$ cat src/rtl/useq_controller.sv
// useq_controller: microprogram sequencer driving a 256 x 29 asynchronous microcode ROM.
// Optional feature: define USEQ_SINGLE_STEP_EN to add dbg_step_i for single-stepping out of HALT.
module useq_controller #(
  parameter int OPC_W   = 5,
  parameter int NUM_OPS = 19,
  parameter int CNT_W   = 16
) (
  input  logic             clk_i,
  input  logic             reset_i,
  input  logic [OPC_W-1:0] opcode_i,
  input  logic             flag_z_i,
  input  logic             flag_n_i,
  input  logic             flag_c_i,
  input  logic             mem_ready_i,
  input  logic             halt_req_i,
`ifdef USEQ_SINGLE_STEP_EN
  input  logic             dbg_step_i,
`endif
  input  logic [28:0]      uword_i,
  output logic [7:0]       uaddr_o,
  output logic [28:0]      ctrl_o,
  output logic             ctrl_valid_o,
  output logic             halted_o,
  output logic             illegal_op_o,
  output logic [CNT_W-1:0] instr_count_o
);

  typedef enum logic [1:0] {RUN, STALL, HALT} state_e;

  localparam logic [OPC_W:0] NumOpsW = (OPC_W + 1)'(NUM_OPS);

  state_e           state_q;
  logic [7:0]       uaddr_q, uaddr_d;
  logic [28:0]      ctrl_q;
  logic             ctrl_valid_q;
  logic             illegal_op_q;
  logic             trapped_q;
  logic [CNT_W-1:0] instr_count_q;

  logic [3:0] cond;
  logic [2:0] mode;
  logic       condTrue;
  logic       opLegal;
  logic [7:0] incAddr;
  logic       legalDispatch, illegalDispatch;
  logic       stepGo, stepBack;

`ifdef USEQ_SINGLE_STEP_EN
  logic stepped_q;
  assign stepGo   = (state_q == HALT) && halt_req_i && dbg_step_i && !trapped_q;
  assign stepBack = stepped_q && (state_q == RUN);
`else
  assign stepGo   = 1'b0;
  assign stepBack = 1'b0;
`endif

  // Next micro-address from the sequencing field; a +1 that would leave the 8-slot block returns to 0x00.
  always_comb begin
    cond            = uword_i[6:3];
    mode            = uword_i[2:0];
    legalDispatch   = 1'b0;
    illegalDispatch = 1'b0;
    unique case (cond)
      4'b0001: condTrue = 1'b1;
      4'b0010: condTrue = flag_z_i;
      4'b0011: condTrue = flag_n_i;
      4'b0100: condTrue = flag_c_i;
      default: condTrue = 1'b0;
    endcase
    opLegal = (opcode_i != '0) && ({1'b0, opcode_i} < NumOpsW);
    incAddr = (uaddr_q[2:0] == 3'd7) ? 8'h00 : uaddr_q + 8'd1;
    if (uword_i == '0) begin
      uaddr_d = 8'h00;
    end else if (mode == 3'b101) begin
      if (opLegal) begin
        uaddr_d       = 8'({opcode_i, 3'b000});
        legalDispatch = 1'b1;
      end else begin
        uaddr_d         = 8'h00;
        illegalDispatch = 1'b1;
      end
    end else if (mode == 3'b010) begin
      uaddr_d = condTrue ? incAddr : 8'h00;
    end else begin
      uaddr_d = incAddr;
    end
  end

  // A STALL cycle that sees mem_ready high evaluates the held word directly, so it runs exactly once.
  always_ff @(posedge clk_i) begin
    if (reset_i) begin
      state_q       <= RUN;
      uaddr_q       <= 8'h00;
      ctrl_q        <= '0;
      ctrl_valid_q  <= 1'b0;
      illegal_op_q  <= 1'b0;
      trapped_q     <= 1'b0;
      instr_count_q <= '0;
`ifdef USEQ_SINGLE_STEP_EN
      stepped_q     <= 1'b0;
`endif
    end else begin
      illegal_op_q <= 1'b0;
      if (stepBack) begin
        state_q      <= HALT;
        ctrl_q       <= '0;
        ctrl_valid_q <= 1'b0;
`ifdef USEQ_SINGLE_STEP_EN
        stepped_q    <= 1'b0;
`endif
      end else if (state_q == HALT && !stepGo) begin
        ctrl_q       <= '0;
        ctrl_valid_q <= 1'b0;
        if (!trapped_q && !halt_req_i) begin
          state_q <= RUN;
        end
      end else if (!mem_ready_i && !stepGo) begin
        state_q      <= STALL;
        ctrl_valid_q <= 1'b0;
      end else if (illegalDispatch) begin
        state_q      <= HALT;
        trapped_q    <= 1'b1;
        illegal_op_q <= 1'b1;
        uaddr_q      <= 8'h00;
        ctrl_q       <= '0;
        ctrl_valid_q <= 1'b0;
      end else if (uaddr_d == 8'h00 && halt_req_i && !stepGo) begin
        state_q      <= HALT;
        uaddr_q      <= 8'h00;
        ctrl_q       <= '0;
        ctrl_valid_q <= 1'b0;
      end else begin
        state_q      <= RUN;
        ctrl_q       <= uword_i;
        ctrl_valid_q <= 1'b1;
        uaddr_q      <= uaddr_d;
        if (legalDispatch) begin
          instr_count_q <= instr_count_q + CNT_W'(1);
        end
`ifdef USEQ_SINGLE_STEP_EN
        stepped_q    <= stepGo;
`endif
      end
    end
  end

  assign uaddr_o       = uaddr_q;
  assign ctrl_o        = ctrl_q;
  assign ctrl_valid_o  = ctrl_valid_q;
  assign halted_o      = (state_q == HALT);
  assign illegal_op_o  = illegal_op_q;
  assign instr_count_o = instr_count_q;

endmodule

$ cat config.mk
export PLATFORM = sky130hd
export DESIGN_NAME = useq_controller
export DESIGN_NICKNAME = d
export VERILOG_FILES = /design/src/rtl/useq_controller.sv
export SDC_FILE = /design/constraint.sdc
export NUM_CORES = 1
export LEC_CHECK = 0
export ABC_CLOCK_PERIOD_IN_PS = 5800
export BUFFER_PORTS_ARGS = -buffer_cell sky130_fd_sc_hd__buf_4
export CAP_MARGIN = 0
export CORE_MARGIN = 3
export CORE_UTILIZATION = 52
export DETAILED_ROUTE_END_ITERATION = 8
export GPL_ROUTABILITY_DRIVEN = 0
export PLACE_DENSITY_LB_ADDON = 0.05
export SYNTH_ARGS = -nofsm -noshare
export SYNTH_HDL_FRONTEND = slang
export SYNTH_SLANG_ARGS = --single-unit
$ cat constraint.sdc
create_clock -name clk_i -period 5.8 [get_ports clk_i]
set_clock_uncertainty 0.15 [all_clocks]
set_input_delay 0.58 -clock clk_i [delete_from_list [all_inputs] [get_ports clk_i]]
set_output_delay 0.58 -clock clk_i [all_outputs]
set_load 0.01 [all_outputs]
# Word level (Yosys, flattened, before mapping)
# Cells that the tools add are included.
[classes]
addsub = 2
n_lt_le_gt_ge = 1
eq_ne = 9
n_mux = 24
bitwise_logic = 4
reduce_logical = 14
[ops]
columns = ["op", "n"]
rows = [
  ["$mux W8", 8],
  ["$mux W29", 2],
  ["$logic_not A29 Y1", 1],
  ["$add A16 B1 Y16 const B", 1],
  ["$mux W2", 5],
  ["$add A8 B1 Y8 const B", 1],
  ["$eq A4 B2 Y1 const B", 2],
  ["$logic_not A8 Y1", 1],
  ["$mux W1", 8],
  ["$eq A3 B3 Y1 const B", 2],
  ["$lt A5 B5 Y1 const B", 1],
  ["$reduce_and A5 Y1", 1],
  ["$reduce_bool A5 Y1", 1],
  ["$eq A4 B1 Y1 const B", 1],
  ["$eq A4 B3 Y1 const B", 1],
  ["$not A1 Y1", 4],
  ["$pmux W1 S4", 1],
  ["$reduce_or A4 Y1", 1],
  ["$eq A3 B2 Y1 const B", 1],
  ["$logic_and A1 B1 Y1", 3],
  ["$reduce_and A3 Y1", 1],
  ["$reduce_or A3 Y1", 1],
  ["$eq A2 B2 Y1 const B", 1],
  ["$logic_not A1 Y1", 2],
  ["other kinds (3)", 3],
]
[totals]
ff_bits = 58
input_bits = 41
elab_cells = 61

# Longest topological paths before layout
[depth]
ltp_word = 12
depth_mapped = 8
mapped_depth_nobuf = 7

# Worst setup path after synthesis
# OpenSTA, ideal clock, no wires.
[synth_path]
path_kind = "input port to flip-flop"
startpoint = "input uword_i[3]"
endpoint = "register ctrl_q[4], in the netlist ctrl_o[4]"
arrival_ps = 2358
t_required_ps = 5592
slack_ps = 3234
path_stages = 7
n_path_buf = 1
cell_sequence = "and3b_1 -> or4_1 -> a41o_1 -> or4_4 -> a21oi_4 -> buf_6 -> a22o_2"
[synth_via]
elab_chain_cells = 10
[synth_rtl]
columns = ["element", "line_no", "rtl"]
rows = [
  ["from (decl)", "19", "input logic [28:0] uword_i,"],
  ["$eq A4 B3 Y1, or another cell as far along", "63", "unique case (cond)"],
  ["$pmux W1 S4", "63", ""],
  ["$mux W8", "83", "uaddr_d = condTrue ? incAddr : 8'h00;"],
  ["$mux W8", "82", "end else if (mode == 3'b010) begin"],
  ["$mux W8", "74", "end else if (mode == 3'b101) begin"],
  ["$mux W8", "72", "if (uword_i == '0) begin"],
  ["$logic_not A8 Y1", "127", "end else if (uaddr_d == 8'h00 && halt_req_i && !stepGo) begin"],
  ["$logic_and A1 B1 Y1", "127", ""],
  ["$mux W29", "127", ""],
  ["$mux W29 (*)", "120", "end else if (illegalDispatch) begin"],
  ["to (signal assigned)", "134", "ctrl_q <= uword_i;"],
  ["to (decl)", "34", "logic [28:0] ctrl_q;"],
]
# Every way passes the cells marked *; elsewhere a longest branch is shown, timed or not.
# A chain may end at the register's enable or synchronous reset.

# Worst setup path in the final report
[layout_path]
startpoint = "input uword_i[3]"
endpoint = "register uaddr_q[7], in the netlist uaddr_o[7]"
[layout_via]
elab_chain_cells = 10
[layout_rtl]
columns = ["element", "line_no", "rtl"]
rows = [
  ["$eq A4 B3 Y1, or another cell as far along", "63", ""],
  ["$pmux W1 S4", "63", ""],
  ["$mux W8", "83", ""],
  ["$mux W8", "82", ""],
  ["$mux W8", "74", ""],
  ["$mux W8", "72", ""],
  ["$logic_not A8 Y1", "127", ""],
  ["$logic_and A1 B1 Y1", "127", ""],
  ["$mux W8", "127", ""],
  ["$mux W8 (*)", "120", ""],
  ["to (signal assigned)", "136", "uaddr_q <= uaddr_d;"],
  ["to (decl)", "33", "logic [7:0] uaddr_q, uaddr_d;"],
]
# Marks and branches as above.

==> run summary <==
### Clock network
* clock latency at the later pin of the worst-skew pair: 0.33 ns
* sink count of the clock tree: 58
* number of instances resized during post-cts repair: 0
* number of buffers inserted by hold repair at cts: 0
* buffer depth of the longest clock path: 2
* Clock Tree Root: sky130_fd_sc_hd__clkbuf_8
* clock slew seen by the registers of the worst setup and hold paths: 0.07 ns
* Setup Fix Bufs, Post-CTS: 0
* TritonCTS clock tree: built
* clock buffer count from CTS: 9
* H-tree depth reported by CTS: 3

### Floorplan
* Total Die Area: 5629 um2
* Starting Density: 0.5537
* vertical die dimension: 75.03 um
* width of the die: 75.03 um
* area of the placeable core: 4474 um2
* count of boundary I/O pins: 97
* floorplan row count: 24

### Layout
* area growth from synthesis to final layout: 39.04%
* antenna fix cells: 0
* layout cells sized above 1: 0.3406
* count of filler cells inserted in the layout: 337
* post-layout net count: 406
* Final Non-Filler Cells: 419

### Worst setup path
* top cell family by delay on the critical path: compound AO/OA/AOI/OAI gates
* master of the slowest instance on the critical path: sky130_fd_sc_hd__a21oi_4
* maximum single-stage delay on the critical path: 0.66 ns
* Crit path required time: 5.92 ns
* category of the worst setup path launch point: input port
* crit path cell chain: buf_4 -> and3b_1 -> or4_1 -> a41o_1 -> or4_4 -> a21oi_4 -> a22o_2
* maximum net fanout on the critical path: 31
* Worst Setup Path Type: input port to register
* endpoint class of the critical path: register
* data arrival time of the critical path: 3.02 ns
* Buf/Inv on CP: 1

### Global route
* Total Routing Usage GR: 0.2340
* number of global-route vias before repair: 2164
* M1 GR Usage: 0.3126
* number of antenna violations at the first check in global routing: 0
* global-route wire length before repair: 10060 um
* maximum number of pins on one net before global-route repair: 32
* met2 Use GR: 0.3559
* grt peak-use layer: met2
* routing usage on met3: 0.06676
* final global-route overflow total: 0

### Logic synthesis
* Commonest cells post-synth: sky130_fd_sc_hd__dfxtp_1 (58), sky130_fd_sc_hd__nor2_1 (25), sky130_fd_sc_hd__a22o_1 (24), sky130_fd_sc_hd__nand2_1 (20), sky130_fd_sc_hd__xnor2_1 (13)
* post-synthesis net count: 308
* fraction of the mapped netlist area in simple logic gates: 0.1965
* count of flip-flops with a built-in enable after synthesis: 0
* post-synthesis share of cell area spent on xor and xnor gates: 0.05657
* fraction of synthesized area in multiplexers: 0.004040
* commonest register cell after synthesis: sky130_fd_sc_hd__dfxtp_1
* gate count of the mapped netlist: 264
* top cells by area, synth: sky130_fd_sc_hd__dfxtp_1 (47%), sky130_fd_sc_hd__a22o_1 (8.5%), sky130_fd_sc_hd__xnor2_1 (4.6%)
* Compound-Gate Fraction of Synth Area: 0.2182
* Post-synth ARST share: 0
* share of the yosys chip area belonging to registers: 0.4687
* area share of the largest cell type after synthesis: 0.4687
* Syn Std Cell Area: 2477 um2
* number of distinct library cells after synthesis: 42
* Ys Warns: 0
* combinational family with the most area after synthesis: compound AO/OA/AOI/OAI gates
* dominant cell by count in the synthesized netlist: sky130_fd_sc_hd__dfxtp_1
* flops & latches, synth: 58
* largest area contributor in the synthesized netlist: sky130_fd_sc_hd__dfxtp_1
* fraction of the mapped netlist area in adder cells: 0.01515
* synthesized area divided by synthesized cell count: 9.384 um2

### Placement
* number of placed instances, taps included: 403
* count of input and output buffers: 96
* HPWL after detailed placement: 4540 um

### Pwr
* Pwr Total: 0.9667 mW
* Worst VDD drop: 169.6 uV
* Cell Pwr Density: 280.6 nW/um2
* cell leakage power: 1.503 nW

### Detailed routing
* drt via density: 5.582
* aggregate routed wire length: 6306 um
* detailed-router iteration count before antenna repair: 4
* DRC: 0
* DRT iter0 DRCs: 167
* Antenna Violating Nets Remaining: 0
* WL/cell: 15.05 um
* routed via count: 2339

### Timing
* worst-case headroom to the max-slew limit: 0.4672
* shortest period the worst path allows: 2.893 ns
* RSZ-0062 raised after global routing: no
* endpoints failing setup: 0
* final total negative setup slack: 0 ns
* worst-margin pin slew: 0.7974 ns
* Fin. Hold Viols: 0
* Final Cycle Share: 0.4988
* highest achievable clock rate: 345.7 MHz
* final-report max-slew violation count: 0

### Run status
* status: completed

### Worst hold path
* path type of the worst min-delay path: input port to register

### Job
* Max Cap Viol: 0

## registers in the layout (all words and copies together) (netlist names)
register / count
ctrl_valid_o: 1
ctrl_o: 29
state_q: 2
uaddr_o: 8
instr_count_o: 16
illegal_op_o: 1
trapped_q: 1
## final timing paths
check,from,to,slack [ns],cells after the start
worst max register to register,uaddr_o[4],ctrl_o[4],2.98,6
worst min register to register,trapped_q,trapped_q,0.33,1
worst max-delay path,uword_i[3],uaddr_o[7],2.91,7
worst min-delay path,uword_i[28],ctrl_o[28],0.32,2
## per-stage QoR
step	cell area, um2	worst slack, ns	hold slack [ns]	util
finish	3445	2.907	0.3236	0.7699
global route	3445	2.801	0.3131	0.7699
CTS	3445	2.925	0.3107	0.7699
detailed placement	3216	2.584	0.2973	0.7187
global placement	3216	2.611	0.2965	0.7187
floorplan	2477	3.234	0.2711	-
## worst register-to-register path: stages (launching register included)
cell and delay (ns):
sky130_fd_sc_hd__dfxtp_1 0.47, sky130_fd_sc_hd__nand3_2 0.18, sky130_fd_sc_hd__or4_1 0.55, sky130_fd_sc_hd__a2111oi_0 0.60, sky130_fd_sc_hd__or4_4 0.26, sky130_fd_sc_hd__a21oi_4 0.19
sky130_fd_sc_hd__a22o_2 0.33
## logic make-up (layout without fill, tap and decap cells)
logic type,after synthesis,in the layout
AO/OA/AOI/OAI,68,68
XOR/XNOR,16,16
adder cells (fa/ha/maj),3,3
buffers and inverters,21,124
flip-flops,58,58
multiplexers,1,1
AND/OR/NAND/NOR,97,97
## power by group
group          internal (mW)  switching, mW  total, mW  leakage, nW
combinational         0.0604         0.0539      0.114        0.913
clock                  0.266          0.159      0.424        0.117
sequential             0.416         0.0122      0.428        0.473
total                  0.742          0.225      0.967         1.50
## routing by layer
layer  wire (um)  vias to the layer above  part of all wire
li1            -                     1168                 -
met1        2745                     1066              0.44
met2        2998                       95              0.48
met3         489                       10             0.078
met4          71                        0             0.011
met5           0                        -                 0
## cells in the final DEF (no fill, tap or decap), types with 2 or more instances in the layout
cell type / n
sky130_fd_sc_hd__nor2_1: 25
sky130_fd_sc_hd__a21oi_1: 8
sky130_fd_sc_hd__and3_1: 2
sky130_fd_sc_hd__bufinv_16: 2
sky130_fd_sc_hd__xnor2_1: 13
sky130_fd_sc_hd__a31oi_1: 3
sky130_fd_sc_hd__buf_4: 97
sky130_fd_sc_hd__a22o_2: 7
sky130_fd_sc_hd__a21o_1: 2
sky130_fd_sc_hd__a22o_1: 24
sky130_fd_sc_hd__a41o_1: 2
sky130_fd_sc_hd__inv_1: 11
sky130_fd_sc_hd__nand2_1: 20
sky130_fd_sc_hd__o21ai_0: 11
sky130_fd_sc_hd__ha_1: 3
sky130_fd_sc_hd__dfxtp_1: 58
sky130_fd_sc_hd__nor4_1: 9
sky130_fd_sc_hd__nand3_1: 9
sky130_fd_sc_hd__clkbuf_8: 11
sky130_fd_sc_hd__or3_1: 6
sky130_fd_sc_hd__xor2_1: 3
sky130_fd_sc_hd__nand4_1: 4
sky130_fd_sc_hd__nor3_1: 10
sky130_fd_sc_hd__and2_1: 3
sky130_fd_sc_hd__a2bb2oi_1: 2
sky130_fd_sc_hd__or4_1: 2
## layout make-up
cell class / count / area, um2 / area share
clock buffer: 12 / 155.1 / 0.04504
clock inverter: 4 / 73.82 / 0.02143
inverter: 11 / 41.29 / 0.01199
multi-input combinational: 185 / 1220 / 0.3542
sequential: 58 / 1161 / 0.3371
tap: 52 / 65.06 / 0.01889
timing repair buffer: 97 / 728.2 / 0.2114
(Power assumes the default switching activity.)
